$ cat config.mk
export PLATFORM = sky130hd
export DESIGN_NAME = morse_serializer
export DESIGN_NICKNAME = d
export VERILOG_FILES = /design/src/rtl/morse_pkg.sv /design/src/rtl/morse_unit_tick.sv /design/src/rtl/morse_serializer.sv
export SDC_FILE = /design/constraint.sdc
export NUM_CORES = 1
export LEC_CHECK = 0
export ABC_AREA = 1
export CORE_ASPECT_RATIO = 0.8
export CORE_MARGIN = 2
export CORE_UTILIZATION = 49
export DETAILED_ROUTE_END_ITERATION = 10
export HOLD_SLACK_MARGIN = 0.15
export PLACE_DENSITY_LB_ADDON = 0.1
export SETUP_SLACK_MARGIN = 0.4
export SLEW_MARGIN = 20
export SYNTH_ARGS = -nofsm -noshare
export SYNTH_HDL_FRONTEND = slang
export SYNTH_SLANG_ARGS = --single-unit
export TNS_END_PERCENT = 50
$ cat constraint.sdc
create_clock -name i_clk -period 5.3 [get_ports i_clk]
set_input_delay 1.06 -clock i_clk [delete_from_list [all_inputs] [get_ports i_clk]]
set_output_delay 1.06 -clock i_clk [all_outputs]
set_load 0.02 [all_outputs]
$ cat src/rtl/morse_pkg.sv
// Shared Morse definitions: pattern width, default word gap, FSM state type, MSB finder.
// Latency: n/a (package).
// Backpressure: n/a (package).
package morse_pkg;

  localparam int PAT_W                  = 20;
  localparam int IDX_W                  = $clog2(PAT_W);
  localparam int DEFAULT_WORD_GAP_UNITS = 4;

  typedef enum logic [1:0] {
    IDLE = 2'd0,
    SEND = 2'd1,
    GAP  = 2'd2
  } state_t;

  // Position of the highest set bit; 0 for an all-zero pattern (caller treats that as a gap).
  function automatic logic [IDX_W-1:0] msb_pos(input logic [PAT_W-1:0] p);
    logic [IDX_W-1:0] pos;
    pos = '0;
    for (int i = 0; i < PAT_W; i++) begin
      if (p[i]) pos = IDX_W'(i);
    end
    return pos;
  endfunction

endpackage

$ cat src/rtl/morse_unit_tick.sv
// Unit prescaler: one-cycle tick on the last clock of every Morse time unit.
// Latency: first tick UNIT_CYCLES cycles after restart while run is held.
// Backpressure: none; counter holds when run is low, restart zeroes it.
module morse_unit_tick #(
  parameter int UNIT_CYCLES = 4
) (
  input  logic clk,
  input  logic rst_n,
  input  logic restart,
  input  logic run,
  output logic tick
);

  localparam int CNT_W = (UNIT_CYCLES > 1) ? $clog2(UNIT_CYCLES) : 1;
  localparam logic [CNT_W-1:0] LAST = CNT_W'(UNIT_CYCLES - 1);

  logic [CNT_W-1:0] cnt;

  assign tick = run && (cnt == LAST);

  // Count 0..UNIT_CYCLES-1 while running, wrapping on the tick; restart aligns to a new unit.
  always_ff @(posedge clk or negedge rst_n) begin
    if (!rst_n) begin
      cnt <= '0;
    end else if (restart) begin
      cnt <= '0;
    end else if (run) begin
      cnt <= tick ? '0 : cnt + 1'b1;
    end
  end

endmodule

$ cat src/rtl/morse_serializer.sv
// Plays one right-aligned Morse pattern per character on o_key, one bit per unit, MSB-first from highest set bit.
// Latency: o_key valid the cycle after accept; o_done the cycle after the last unit; back-to-back has no dead units.
// Backpressure: o_ready only in IDLE, nothing queued. Optional tone output under MORSE_SERIALIZER_TONE_EN.
module morse_serializer
  import morse_pkg::*;
#(
  parameter int UNIT_CYCLES    = 4,
  parameter int WORD_GAP_UNITS = DEFAULT_WORD_GAP_UNITS
) (
  input  logic             i_clk,
  input  logic             i_rst_n,
  input  logic [PAT_W-1:0] i_pattern,
  input  logic             i_valid,
  output logic             o_ready,
  output logic             o_key,
  output logic             o_busy,
  output logic             o_done,
  output logic             o_tone
);

  // A gap reuses the bit index as a unit down-counter, so it starts at the last gap unit.
  localparam logic [IDX_W-1:0] GAP_LAST = IDX_W'(WORD_GAP_UNITS - 1);

  state_t           state, state_nxt;
  logic [IDX_W-1:0] idx, idx_nxt, idx_dec;
  logic [PAT_W-1:0] pat, pat_nxt;
  logic             key, key_nxt;
  logic             done, done_nxt;
  logic             ready_en;
  logic             accept;
  logic             tick;

  // ready_en keeps o_ready low until the first clock after reset release.
  assign o_ready = ready_en && (state == IDLE);
  assign o_busy  = (state != IDLE);
  assign o_key   = key;
  assign o_done  = done;
  assign accept  = i_valid && o_ready;
  assign idx_dec = idx - 1'b1;

  morse_unit_tick #(
    .UNIT_CYCLES(UNIT_CYCLES)
  ) u_tick (
    .clk    (i_clk),
    .rst_n  (i_rst_n),
    .restart(accept),
    .run    (o_busy),
    .tick   (tick)
  );

  // State, pattern, index and registered key/done outputs.
  always_ff @(posedge i_clk or negedge i_rst_n) begin
    if (!i_rst_n) begin
      state    <= IDLE;
      idx      <= '0;
      pat      <= '0;
      key      <= 1'b0;
      done     <= 1'b0;
      ready_en <= 1'b0;
    end else begin
      state    <= state_nxt;
      idx      <= idx_nxt;
      pat      <= pat_nxt;
      key      <= key_nxt;
      done     <= done_nxt;
      ready_en <= 1'b1;
    end
  end

  // Next state: load on accept, step one bit/unit per tick, finish after index 0.
  always_comb begin
    state_nxt = state;
    idx_nxt   = idx;
    pat_nxt   = pat;
    key_nxt   = key;
    done_nxt  = 1'b0;
    unique case (state)
      IDLE: begin
        key_nxt = 1'b0;
        if (accept) begin
          if (i_pattern != '0) begin
            state_nxt = SEND;
            pat_nxt   = i_pattern;
            idx_nxt   = msb_pos(i_pattern);
            key_nxt   = 1'b1;
          end else begin
            state_nxt = GAP;
            idx_nxt   = GAP_LAST;
          end
        end
      end
      SEND: begin
        if (tick) begin
          if (idx == '0) begin
            state_nxt = IDLE;
            done_nxt  = 1'b1;
            key_nxt   = 1'b0;
          end else begin
            idx_nxt = idx_dec;
            key_nxt = pat[idx_dec];
          end
        end
      end
      GAP: begin
        key_nxt = 1'b0;
        if (tick) begin
          if (idx == '0) begin
            state_nxt = IDLE;
            done_nxt  = 1'b1;
          end else begin
            idx_nxt = idx_dec;
          end
        end
      end
      default: begin
        state_nxt = IDLE;
        key_nxt   = 1'b0;
      end
    endcase
  end

`ifdef MORSE_SERIALIZER_TONE_EN
  localparam int TONE_HALF_CYCLES = 2;
  localparam int TONE_W = (TONE_HALF_CYCLES > 1) ? $clog2(TONE_HALF_CYCLES) : 1;
  localparam logic [TONE_W-1:0] TONE_LAST = TONE_W'(TONE_HALF_CYCLES - 1);

  logic [TONE_W-1:0] tone_cnt;
  logic              tone;

  // Square wave runs only while keyed; held preset while key is off so each key-on starts in phase.
  always_ff @(posedge i_clk or negedge i_rst_n) begin
    if (!i_rst_n) begin
      tone_cnt <= '0;
      tone     <= 1'b1;
    end else if (!key) begin
      tone_cnt <= '0;
      tone     <= 1'b1;
    end else if (tone_cnt == TONE_LAST) begin
      tone_cnt <= '0;
      tone     <= ~tone;
    end else begin
      tone_cnt <= tone_cnt + 1'b1;
    end
  end

  assign o_tone = tone & key;
`else
  assign o_tone = 1'b0;
`endif

endmodule

**Word level (Yosys, flattened, before mapping)**

Index checks and enable logic that the tools add are counted.

- Add/sub/neg operators: 2
- Multipliers: 0
- Div/mod/pow operators: 0
- $lt $le $gt $ge: 1
- Eq/ne operators: 8
- Shift-type cells: 0
- Mux-type cells: 42
- Bitwise operators: 0
- Reduce and logical (&&, ||, !) cells: 13

Operators by type and width:

| cell | count |
|---|---|
| 5-bit two-way mux | 22 |
| 20-bit nonzero test | 1 |
| 2-bit two-way mux | 7 |
| 5-bit one-hot mux with 2 select lines | 1 |
| 1-bit two-way mux | 9 |
| 5-bit by 6-bit less-than comparator with 1-bit output (second input constant) | 1 |
| 2-bit by 1-bit != test with 1-bit output (second input constant) | 3 |
| 3-bit AND reduction | 2 |
| 2-bit nonzero test | 3 |
| 1-bit binary-select mux with 5-bit select | 1 |
| 5-bit zero test | 1 |
| 5-bit by 1-bit subtractor with 5-bit output (second input constant) | 1 |
| 2-bit == test (second input constant) | 2 |
| 2-bit != test (second input constant) | 2 |
| 2-bit one-hot mux with 2 select lines | 1 |
| 4-bit AND reduction | 1 |
| 1-bit logical AND | 3 |
| 2-bit by 1-bit adder with 2-bit output (second input constant) | 1 |
| 2-bit by 1-bit == test with 1-bit output (second input constant) | 1 |
| 2-bit zero test | 1 |
| 1-bit one-hot mux with 2 select lines | 1 |
| 2-bit OR reduction | 1 |

- Register bits after elaboration: 32
- Latch bits: 0
- Memory bits (writable): 0
- Bits in read-only memories: 0
- Output and inout port bits: 5
- Word-level logic and storage cells: 73
- Memories kept: 0

**Logic depth before layout (Yosys ltp)**

Gate-level depths: netlist of run 1.

- Word-level depth: 22
- Gate-level depth with buffers: 21

**By module**

Synthesis of run 1 repeated with hierarchy kept, for this count alone.

- Cell total of the unflattened synthesis: 247
- Area total of the unflattened synthesis: 1875.5 µm²

By module, submodules not included:

| module | instances | cells an instance | area an instance (µm²) | seq. area each (µm²) |
|---|---|---|---|---|
| morse_serializer | 1 | 232 | 1761.7 | 750.7 |
| morse_unit_tick | 1 | 15 | 113.9 | 50.0 |

**Worst setup path after synthesis of run 1**

OpenSTA, ideal clock, no wires.

- Kind: input port to flip-flop
- Start: input port i_pattern[4]
- End: register pat[0]
- Setup time: 127 ps
- Arrival time: 2100 ps
- Slack: 3073 ps
- Stages on the path: 7
- Cells stage by stage: nor2_2 -> nand3_1 -> nor4_2 -> nand4_2 -> nand2_2 -> buf_6 -> mux2_1

- Word-level cells in the longest chain between the ends: 2

Ends and longest elaborated chain:

| item | line | RTL |
|---|---|---|
| from (decl) | morse_serializer.sv:12 | `input logic [PAT_W-1:0] i_pattern,` |
| 20-bit nonzero test | morse_serializer.sv:81 | `if (i_pattern != '0) begin` |
| 3-bit AND reduction (no line) | n/a |  |
| to (signal assigned) | morse_serializer.sv:63 | `pat <= pat_nxt;` |
| to (decl) | morse_serializer.sv:26 | `logic [PAT_W-1:0] pat, pat_nxt;` |

Every way passes these cells.
A chain may end at the register's enable or synchronous reset.

**Final worst setup path of run 1**

Same ends and word-level chain as after synthesis.

==> reports/metrics.yaml, run 1 <==
yosys:
  synth.distinct_cells: 34
  async_flop_share_pct: 100
  syn_inst: 238
  synthFlopType: "dfrtp_1"
  synth_area_leaders: "dfrtp_1 (42%), nand2_1 (12%), o21ai_2 (5.0%)"
  yosysSeqAreaShare_pct: 41.6
  synth_top_cell_by_area: "dfrtp_1"
  synth.avg_cell_area_um2: 8.08
  yosys_warnings: 0
  synth_common_cells: "nand2_1 (59), dfrtp_1 (32), inv_1 (23)"
  synth.cell_area_mm2: 0.00192
  synth-edff-count: 0
  yosysTopAreaCellShare_pct: 41.6
  synth.ff_latch_count: 32
  synth_most_common_cell: "nand2_1"
  synth_nets: 266
cts:
  cts_buffers: 5
  cts.sinks: 32
  cts_setup_buffers: 0
  cts-hold-fix-buffers: 0
  cts_resized: 0
  htreeDepth: 2
  clockBufferDepth: 2
  clk_latency_ns: 0.29
  clk_pin_slew_ns: 0.07
  cts_root_buf: "clkbuf_8"
  cts_tree: "done"
job:
  max-cap-violations: 0
critical_path:
  r2r_end: "o_key"
  reg2reg_from: "idx[0]"
  endpoint: "pat[0]"
  cp-start-kind: "input pin"
  arrival_ns: 3.22
  endpoint_kind: "flop"
  regToRegSetupSlack_ns: 2.82
  path_max_fanout: 38
  required_ns: 5.47
  reg2reg_depth: 12
  crit_start: "i_pattern[4]"
  crit_type: "in -> reg"
global_route:
  grt_antenna_before_repair: 0
  grt_max_degree: 39
  grt_overflow: 0
  grt_pass1_wl_mm: 6.51
  grt_pass1_vias: 1366
  grt_use_total_pct: 19.8
layout:
  syn_to_final_growth_pct: 19.5
  nets: 293
  fin_cells: 321
  antenna_cells: 0
  drive_gt1_share_pct: 16.2
pwr:
  ir_drop_mv: 0.236
  p_int_w: 0.000747
  powerDensity_mw_per_mm2: 561
  clkPwrFrac_pct: 18.0
  p_comb_share_pct: 48.9
  p_switching_w: 0.000543
  finalPower_w: 0.00129
  seq_power_share_pct: 33.1
  power_leakage_nw: 1.10
  power_switching_share_pct: 42.1
floorplan:
  ios: 28
  core_area_mm2: 0.00378
  die_x_um: 74.0
  dieArea_mm2: 0.00444
  fp-row-count: 20
  start_util_pct: 50.9
  die_y_um: 60.0
detailed_routing:
  vias_per_cell: 4.92
  via_count: 1578
  drt_wl_total_mm: 3.89
  drt_iter0_drc: 118
  drtAntennaViolNets: 0
  wl_per_cell_um: 12.1
  post-route-drc-count: 0
  first_pass_iters: 4
placed_design:
  place_ws_ns: 1.95
  dpl.hpwl_mm: 2.83
  io_buffers: 26
  place_inst: 313
  gp_congestion: 0.794
status:
  status: "finished clean"
timing:
  fin_crit_sh_pct: 57.6
  slew_violations: 0
  setup_viol: 0
  worst_clock_skew_ns: 0.00595
  rsz0062_at_grt: "false"
  slew_headroom_pct: 47.2
  setup_slack_ns: 2.25
  clock.fmax_ghz: 0.328
  tns_ns: 0
  min_period_ns: 3.05
  worstMarginPinSlew_ns: 0.789
  hold_viol_final: 0
hold_path:
  holdCritPathClass: "reg -> reg"
-- per-layer routing --
metal / global-route usage, % / wire [um] / vias up
met5: 0 / 0 / -
li1: - / - / 820
met1: 31.3 / 2140 / 712
met4: 6.23 / 40 / 0
met2: 26.1 / 1490 / 41
met3: 4.55 / 217 / 5
-- placed cells by master, fill, tap and decap left out, drive strengths merged --
master	netlist	final
a31oi	1	1
o32ai	1	1
dfrtp	32	32
inv	33	33
a22o	1	1
conb	2	2
mux2	3	3
clkdlybuf4s50	0	26
buf	7	1
o21ai	34	34
xnor2	1	1
nor4	1	1
nand2	63	63
o22a	1	1
clkbuf	0	6
nand4	3	3
mux2i	2	2
clkinv	0	1
ha	5	5
o211ai	5	5
bufinv	0	1
nand3	7	7
o22ai	4	4
a21oi	3	3
nor2	27	27
xor2	2	2
-- final cells by class --
class	instances	area [um2]
multi-input cells	166	930
fillers	342	1480
clock inverters	2	35.0
well taps	55	68.8
clock buffers	6	72.6
inverters	33	124
repair buffers	27	268
flip-flops and latches	32	801
-- power by group through the flow --
| stage | sequential [W] | combinational [W] | clock (W) |
|---|---|---|---|
| after global routing | 0.000442 | 0.000708 | 0.000245 |
| final | 0.000427 | 0.000630 | 0.000233 |
| after global placement | 0.000429 | 0.000614 | 0 |
| after floorplan | 0.000406 | 0.000505 | 0 |
| after CTS | 0.000426 | 0.000625 | 0.000233 |
| after detailed placement | 0.000430 | 0.000621 | 0 |
-- through the flow --
stage / instance area, um2 / hold WS (ns) / util [%]
global route: 2300 / 0.517 / 60.8
detailed placement: 2190 / 0.472 / 58.0
CTS: 2300 / 0.488 / 60.8
global placement: 2190 / 0.470 / 58.0
finish: 2300 / 0.484 / 60.8
floorplan: 1920 / 0.448 / -
-- sequential cells by signal (all words and copies together), names as in the netlist --
register	cells
u_tick.cnt	2
o_key	1
o_done	1
state	2
pat	20
idx	5
ready_en	1
-- logic make-up after synthesis --
| family | synth area share, % |
|---|---|
| AND/OR/NAND/NOR | 23.0 |
| AO/OA/AOI/OAI | 16.7 |
| buffers and inverters | 10.0 |
| flip-flops | 41.6 |
| adder cells (fa/ha/maj) | 3.25 |
| multiplexers | 2.80 |
| XOR/XNOR | 2.15 |
| other | 0.391 |
-- critical path: stages --
cell and delay (ns):
clkdlybuf4s50_1 0.43, nor2_2 0.14, nand3_1 0.15, nor4_2 0.23, nand4_2 0.18, nand2_2 0.63, mux2_1 0.39
-- how the worst min path moves through the flow --
stage,to,depth (start not counted),from,slack [ns]
final,pat[7],2,pat[7],0.48
after global routing,pat[2],2,pat[2],0.52
after CTS,pat[7],2,pat[7],0.49
after detailed placement,pat[17],2,pat[17],0.47
after global placement,pat[13],2,pat[13],0.47
after floorplan,pat[13],2,pat[13],0.45
(Power assumes the default switching activity.)
==> inputs of run 2 (changes only) <==
clock period = 3.1 ns   (was 5.3 ns; I/O delays follow)
==> run 2 against run 1 <==
  * First-iteration DRC count is 25% lower
  * Final area is 0.65% higher
  * Critical path depth is 2 higher
  * Flip-flop and latch count stayed put
  * Register-to-register slack worse by 1.8 ns
  * Hold slack better by 0.0050 ns
  * Sequential share of layout area is 0.23 points lower
  * Non-clock buffer count is 2 higher
  * Largest cell class unchanged
  * Largest power group unchanged
  * Highest routed layer unchanged
==> reports/metrics.yaml, run 2 (synthesis results as in run 1) <==
critical_path:
  r2r_end: "o_key"
  crit_type: "in -> reg"
  cp-start-kind: "input pin"
  slowest_delay_ns: 0.43
  worst-path-buf-inv: 2
  endpoint_kind: "flop"
  cp_slowest_cell: "clkdlybuf4s50_1"
  regToRegSetupSlack_ns: 1.06
  crit_start: "i_pattern[4]"
  required_ns: 3.31
  arrival_ns: 2.63
  reg2reg_from: "idx[0]"
  reg2reg_depth: 12
  path_cells: "clkdlybuf4s50_1 -> nor2_2 -> nand3_1 -> nor4_2 -> nand4_2 -> nand2_2 -> buf_4 -> nand2_1 -> o21ai_2"
  path_max_fanout: 20
  cp_top_family: "simple AND/OR/NAND/NOR gates"
  crit_cells: 9
layout:
  final_cell_mix: "nand2_1 (59), dfrtp_1 (32), clkdlybuf4s50_1 (26), inv_1 (23), nor2_1 (22)"
  largest_reg_flops: 20
  fill_cells: 341
  largest_register: "pat"
  syn_to_final_growth_pct: 20.3
  nets: 295
  final_common_cell: "nand2_1"
  finish.utilization_pct: 61.2
  largestRegisters: "pat x20, idx x5"
  drive_gt1_share_pct: 16.8
  antenna_cells: 0
  fin_cells: 323
timing:
  worst_clock_skew_ns: 0.00827
  slew_violations: 0
  hold_viol_final: 0
  min_period_ns: 2.42
  fin_crit_sh_pct: 78.0
  rsz0062_at_grt: "false"
  setup_viol: 0
  tns_ns: 0
  clock.fmax_ghz: 0.414
global_route:
  grt_overflow: 0
  top_usage_layer: "met1"
  grt_pass1_vias: 1483
  grt_max_degree: 33
  grt_antenna_before_repair: 0
  grt_use_met3_pct: 4.72
  grt_use_total_pct: 21.0
  grt_pass1_wl_mm: 6.88
  gr-usage-met1_pct: 30.4
  use_met2_pct: 30.1
job:
  max-cap-violations: 0
cts:
  cts.sinks: 32
  cts_buffers: 5
  clk_latency_ns: 0.29
  cts_resized: 0
  cts_setup_buffers: 0
  clk_pin_slew_ns: 0.07
  cts_root_buf: "clkbuf_8"
  clockBufferDepth: 2
  htreeDepth: 2
  cts_tree: "done"
  cts-hold-fix-buffers: 0
detailed_routing:
  post-route-drc-count: 0
  vias_per_cell: 4.89
  drt_iter0_drc: 88
  via_count: 1579
  wl_per_cell_um: 12.4
  drt_wl_total_mm: 4.00
  drtAntennaViolNets: 0
  first_pass_iters: 5
floorplan:
  die_x_um: 74.0
  core_area_mm2: 0.00378
  fp-row-count: 20
  ios: 28
  die_y_um: 60.0
  start_util_pct: 50.9
  dieArea_mm2: 0.00444
pwr:
  powerDensity_mw_per_mm2: 958
  power_leakage_nw: 1.11
  finalPower_w: 0.00222
  ir_drop_mv: 0.472
hold_path:
  holdCritPathClass: "reg -> reg"
  min_to: "pat[14]"
  hold_path_depth: 2
  hold_start: "pat[14]"
placed_design:
  io_buffers: 26
  gp_congestion: 0.820
  dpl.hpwl_mm: 2.99
  place_inst: 315
status:
  status: "finished clean"
-- run 2: layout make-up --
class	count	area (um2)	share of cell area, %
Multi-Input combinational cell	166	930	40.2
Clock buffer	6	72.6	3.14
Tap cell	55	68.8	2.97
Sequential cell	32	801	34.6
Clock inverter	2	35.0	1.51
Timing Repair Buffer	29	283	12.2
Inverter	33	124	5.35
-- run 2: routing by layer --
layer  share of wire [%]  wire length (um)  vias up
li1                    -                 -      826
met4                 1.1                44        0
met5                   0                 0        -
met3                 4.3               172        6
met2                  42              1690       36
met1                  52              2090      711
-- run 2: how the worst max path moves through the flow --
| stage | endpoint | slack [ns] |
|---|---|---|
| detailed placement | pat[7] | 0.43 |
| finish | pat[2] | 0.68 |
| global placement | pat[2] | 0.49 |
| global route | pat[2] | 0.47 |
| floorplan | pat[0] | 1.31 |
| CTS | pat[2] | 0.70 |
-- run 2: metrics by stage --
stage	setup slack [ns]	area, um2	hold WS (ns)
after floorplan	1.31	1920	0.324
after CTS	0.695	2310	0.491
final	0.683	2310	0.489
after global routing	0.471	2310	0.508
after global placement	0.491	2210	0.467
after detailed placement	0.435	2210	0.470
-- run 2: worst reg2reg max path, cell delays in order, from the launching register on --
cell      delay (ns)
dfrtp_1         0.36
inv_2           0.11
ha_1            0.54
o21ai_0         0.15
o22ai_1         0.23
o211ai_1        0.11
nand2_1         0.07
inv_1           0.05
o21ai_2         0.10
nand3_1         0.07
nand2_1         0.07
nand2_1         0.06
nand2_1         0.05
-- run 2: report_power, final --
group          total (W)  internal, W  leakage, nW  switching [W]
clock network   0.000391     0.000238       0.0552       0.000153
logic            0.00111     0.000447        0.653       0.000667
registers       0.000710     0.000604        0.398       0.000107
==> inputs of run 3 (changes only) <==
clock period = 2 ns   (was 3.1 ns; I/O delays follow)
==> run 3 against run 2 <==
  * Cell count is 10% higher
  * Global-route usage is 2.1 points higher
  * Register-to-register slack worse by 0.78 ns
  * Total power is 76% higher
  * Critical path type is now reg -> reg
  * Sequential power is 58% higher
  * Hold slack worse by 0.076 ns
  * Count of clock-buffer cells in the layout is 2 higher
  * Largest power group unchanged
==> reports/metrics.yaml, run 3 (synthesis results as in run 1) <==
layout:
  final_common_cell: "nand2_1"
  drive_gt1_share_pct: 35.5
  largestRegisters: "pat x20, idx x5"
  antenna_cells: 0
  fin_cells: 356
  final_cell_mix: "nand2_1 (56), buf_4 (33), dfrtp_1 (32), inv_1 (18), nor2_1 (16)"
  syn_to_final_growth_pct: 39.0
  largest_register: "pat"
  largest_reg_flops: 20
  finalInstanceArea_mm2: 0.00267
  nets: 328
critical_path:
  required_ns: 2.22
  slowest_delay_ns: 0.38
  crit_top_cell: "nand2_1"
  reg2reg_depth: 12
  path_max_fanout: 7
  crit_type: "reg -> reg"
  regToRegSetupSlack_ns: 0.28
  reg2reg_from: "idx[0]"
  r2r_end: "o_key"
  endpoint_kind: "flop"
  cp-start-kind: "flop"
  arrival_ns: 1.94
  cp_slowest_cell: "dfrtp_1"
  path_cells: "inv_4 -> ha_4 -> o21ai_1 -> o22ai_2 -> o211ai_1 -> nand2_1 -> inv_1 -> o21ai_2 -> nand3_1 -> nand2_1 -> nand2_1 -> nand2_1"
hold_path:
  hold_start: "i_pattern[5]"
  hold_path_depth: 3
  holdCritPathClass: "in -> reg"
  min_to: "pat[5]"
pwr:
  ir_drop_mv: 0.648
  power_leakage_nw: 1.33
  powerDensity_mw_per_mm2: 1460
  finalPower_w: 0.00391
detailed_routing:
  post-route-drc-count: 0
  via_count: 1774
  first_pass_iters: 4
  drtAntennaViolNets: 0
  vias_per_cell: 4.98
  drt_wl_total_mm: 4.78
  drt_iter0_drc: 95
  wl_per_cell_um: 13.4
floorplan:
  die_y_um: 60.0
  dieArea_mm2: 0.00444
  start_util_pct: 50.9
  fp-row-count: 20
  core_area_mm2: 0.00378
  ios: 28
  die_x_um: 74.0
timing:
  clock.fmax_ghz: 0.582
  min_period_ns: 1.72
  slew_violations: 0
  fin_crit_sh_pct: 85.9
  rsz0062_at_grt: "true"
  worst_clock_skew_ns: 0.00866
  setup_viol: 0
  hold_viol_final: 0
global_route:
  grt_pass1_vias: 1638
  grt_overflow: 0
  grt_antenna_before_repair: 0
  grt_pass1_wl_mm: 7.54
  grt_max_degree: 33
  grt_use_total_pct: 23.1
cts:
  cts_tree: "done"
  clk_latency_ns: 0.29
  cts-hold-fix-buffers: 0
  clockBufferDepth: 2
  cts.sinks: 32
  htreeDepth: 2
  cts_root_buf: "clkbuf_8"
  cts_buffers: 5
  clk_pin_slew_ns: 0.07
placed_design:
  gp_congestion: 0.836
  place_inst: 326
  place_area_mm2: 0.00230
  dpl.hpwl_mm: 2.92
  io_buffers: 26
job:
  max-cap-violations: 0
status:
  status: "finished clean"
run 3: changes by cell type in the layout (fill, tap and decap cells not counted), moves of 5 or more:
cell / delta
clkdlybuf4s50_1: -20
nor2_1: -6
dlygate4sd2_1: +12
buf_4: +30
inv_1: -5
run 3: final cells by class:
class	instances	area [um2]
repair buffers	62	523
fillers	298	1100
well taps	55	68.8
flip-flops and latches	32	801
inverters	33	126
multi-input cells	166	1060
clock buffers	8	90.1
run 3: worst max-delay path by stage:
| stage | to | slack, ns | startpoint | cells past startpoint |
|---|---|---|---|---|
| 2_1_floorplan | o_key | 0.36 | idx[0] | 13 |
| 3_3_place_gp | pat[13] | -0.20 | i_pattern[4] | 8 |
| 3_5_place_dp | pat[14] | -0.17 | i_pattern[4] | 8 |
| 4_1_cts | o_key | 0.33 | idx[0] | 12 |
| 5_1_grt | o_key | 0.15 | idx[0] | 12 |
| 6_report | o_key | 0.28 | idx[0] | 12 |
run 3: critical path, delay by kind of cell (launching register included):
family                     cells  cell delay, ns
AOI/OAI and AO/OA              4            0.52
adders and majority gates      1            0.32
buffers and inverters          2            0.10
DFF                            1            0.38
and+or+nand+nor                5            0.33
run 3: repair_timing:
item / CTS / global route
buffers inserted: 14 / 8
gates resized for setup: 56 / 20
setup endpoints to repair: 29 / 32
pin swaps: 18 / 11
gates cloned: 0 / 0
run 3: power by group:
group          internal [W]  leakage, nW  total [W]  switching [W]
clock network      0.000281       0.0455   0.000527       0.000246
logic               0.00102        0.890    0.00226        0.00124
registers          0.000936        0.398    0.00112       0.000180
total               0.00224         1.33    0.00391        0.00167
run 3: layer usage:
layer,vias to the layer above,wire length (um),GRT usage [%]
met1,839,2270,31.7
li1,891,-,-
met4,0,73,7.79
met2,35,2250,36.4
met5,-,0,0
met3,9,185,4.89
run 3: metrics by stage:
stage | TNS, ns | hold WS (ns) | worst slack (ns) | util, %
final | 0 | 0.413 | 0.282 | 70.8
after global routing | 0 | 0.433 | 0.154 | 70.8
after CTS | 0 | 0.416 | 0.328 | 68.0
after detailed placement | -2.70 | 0.474 | -0.172 | 61.0
after global placement | -3.66 | 0.464 | -0.203 | 61.0
after floorplan | 0 | 0.104 | 0.360 | -
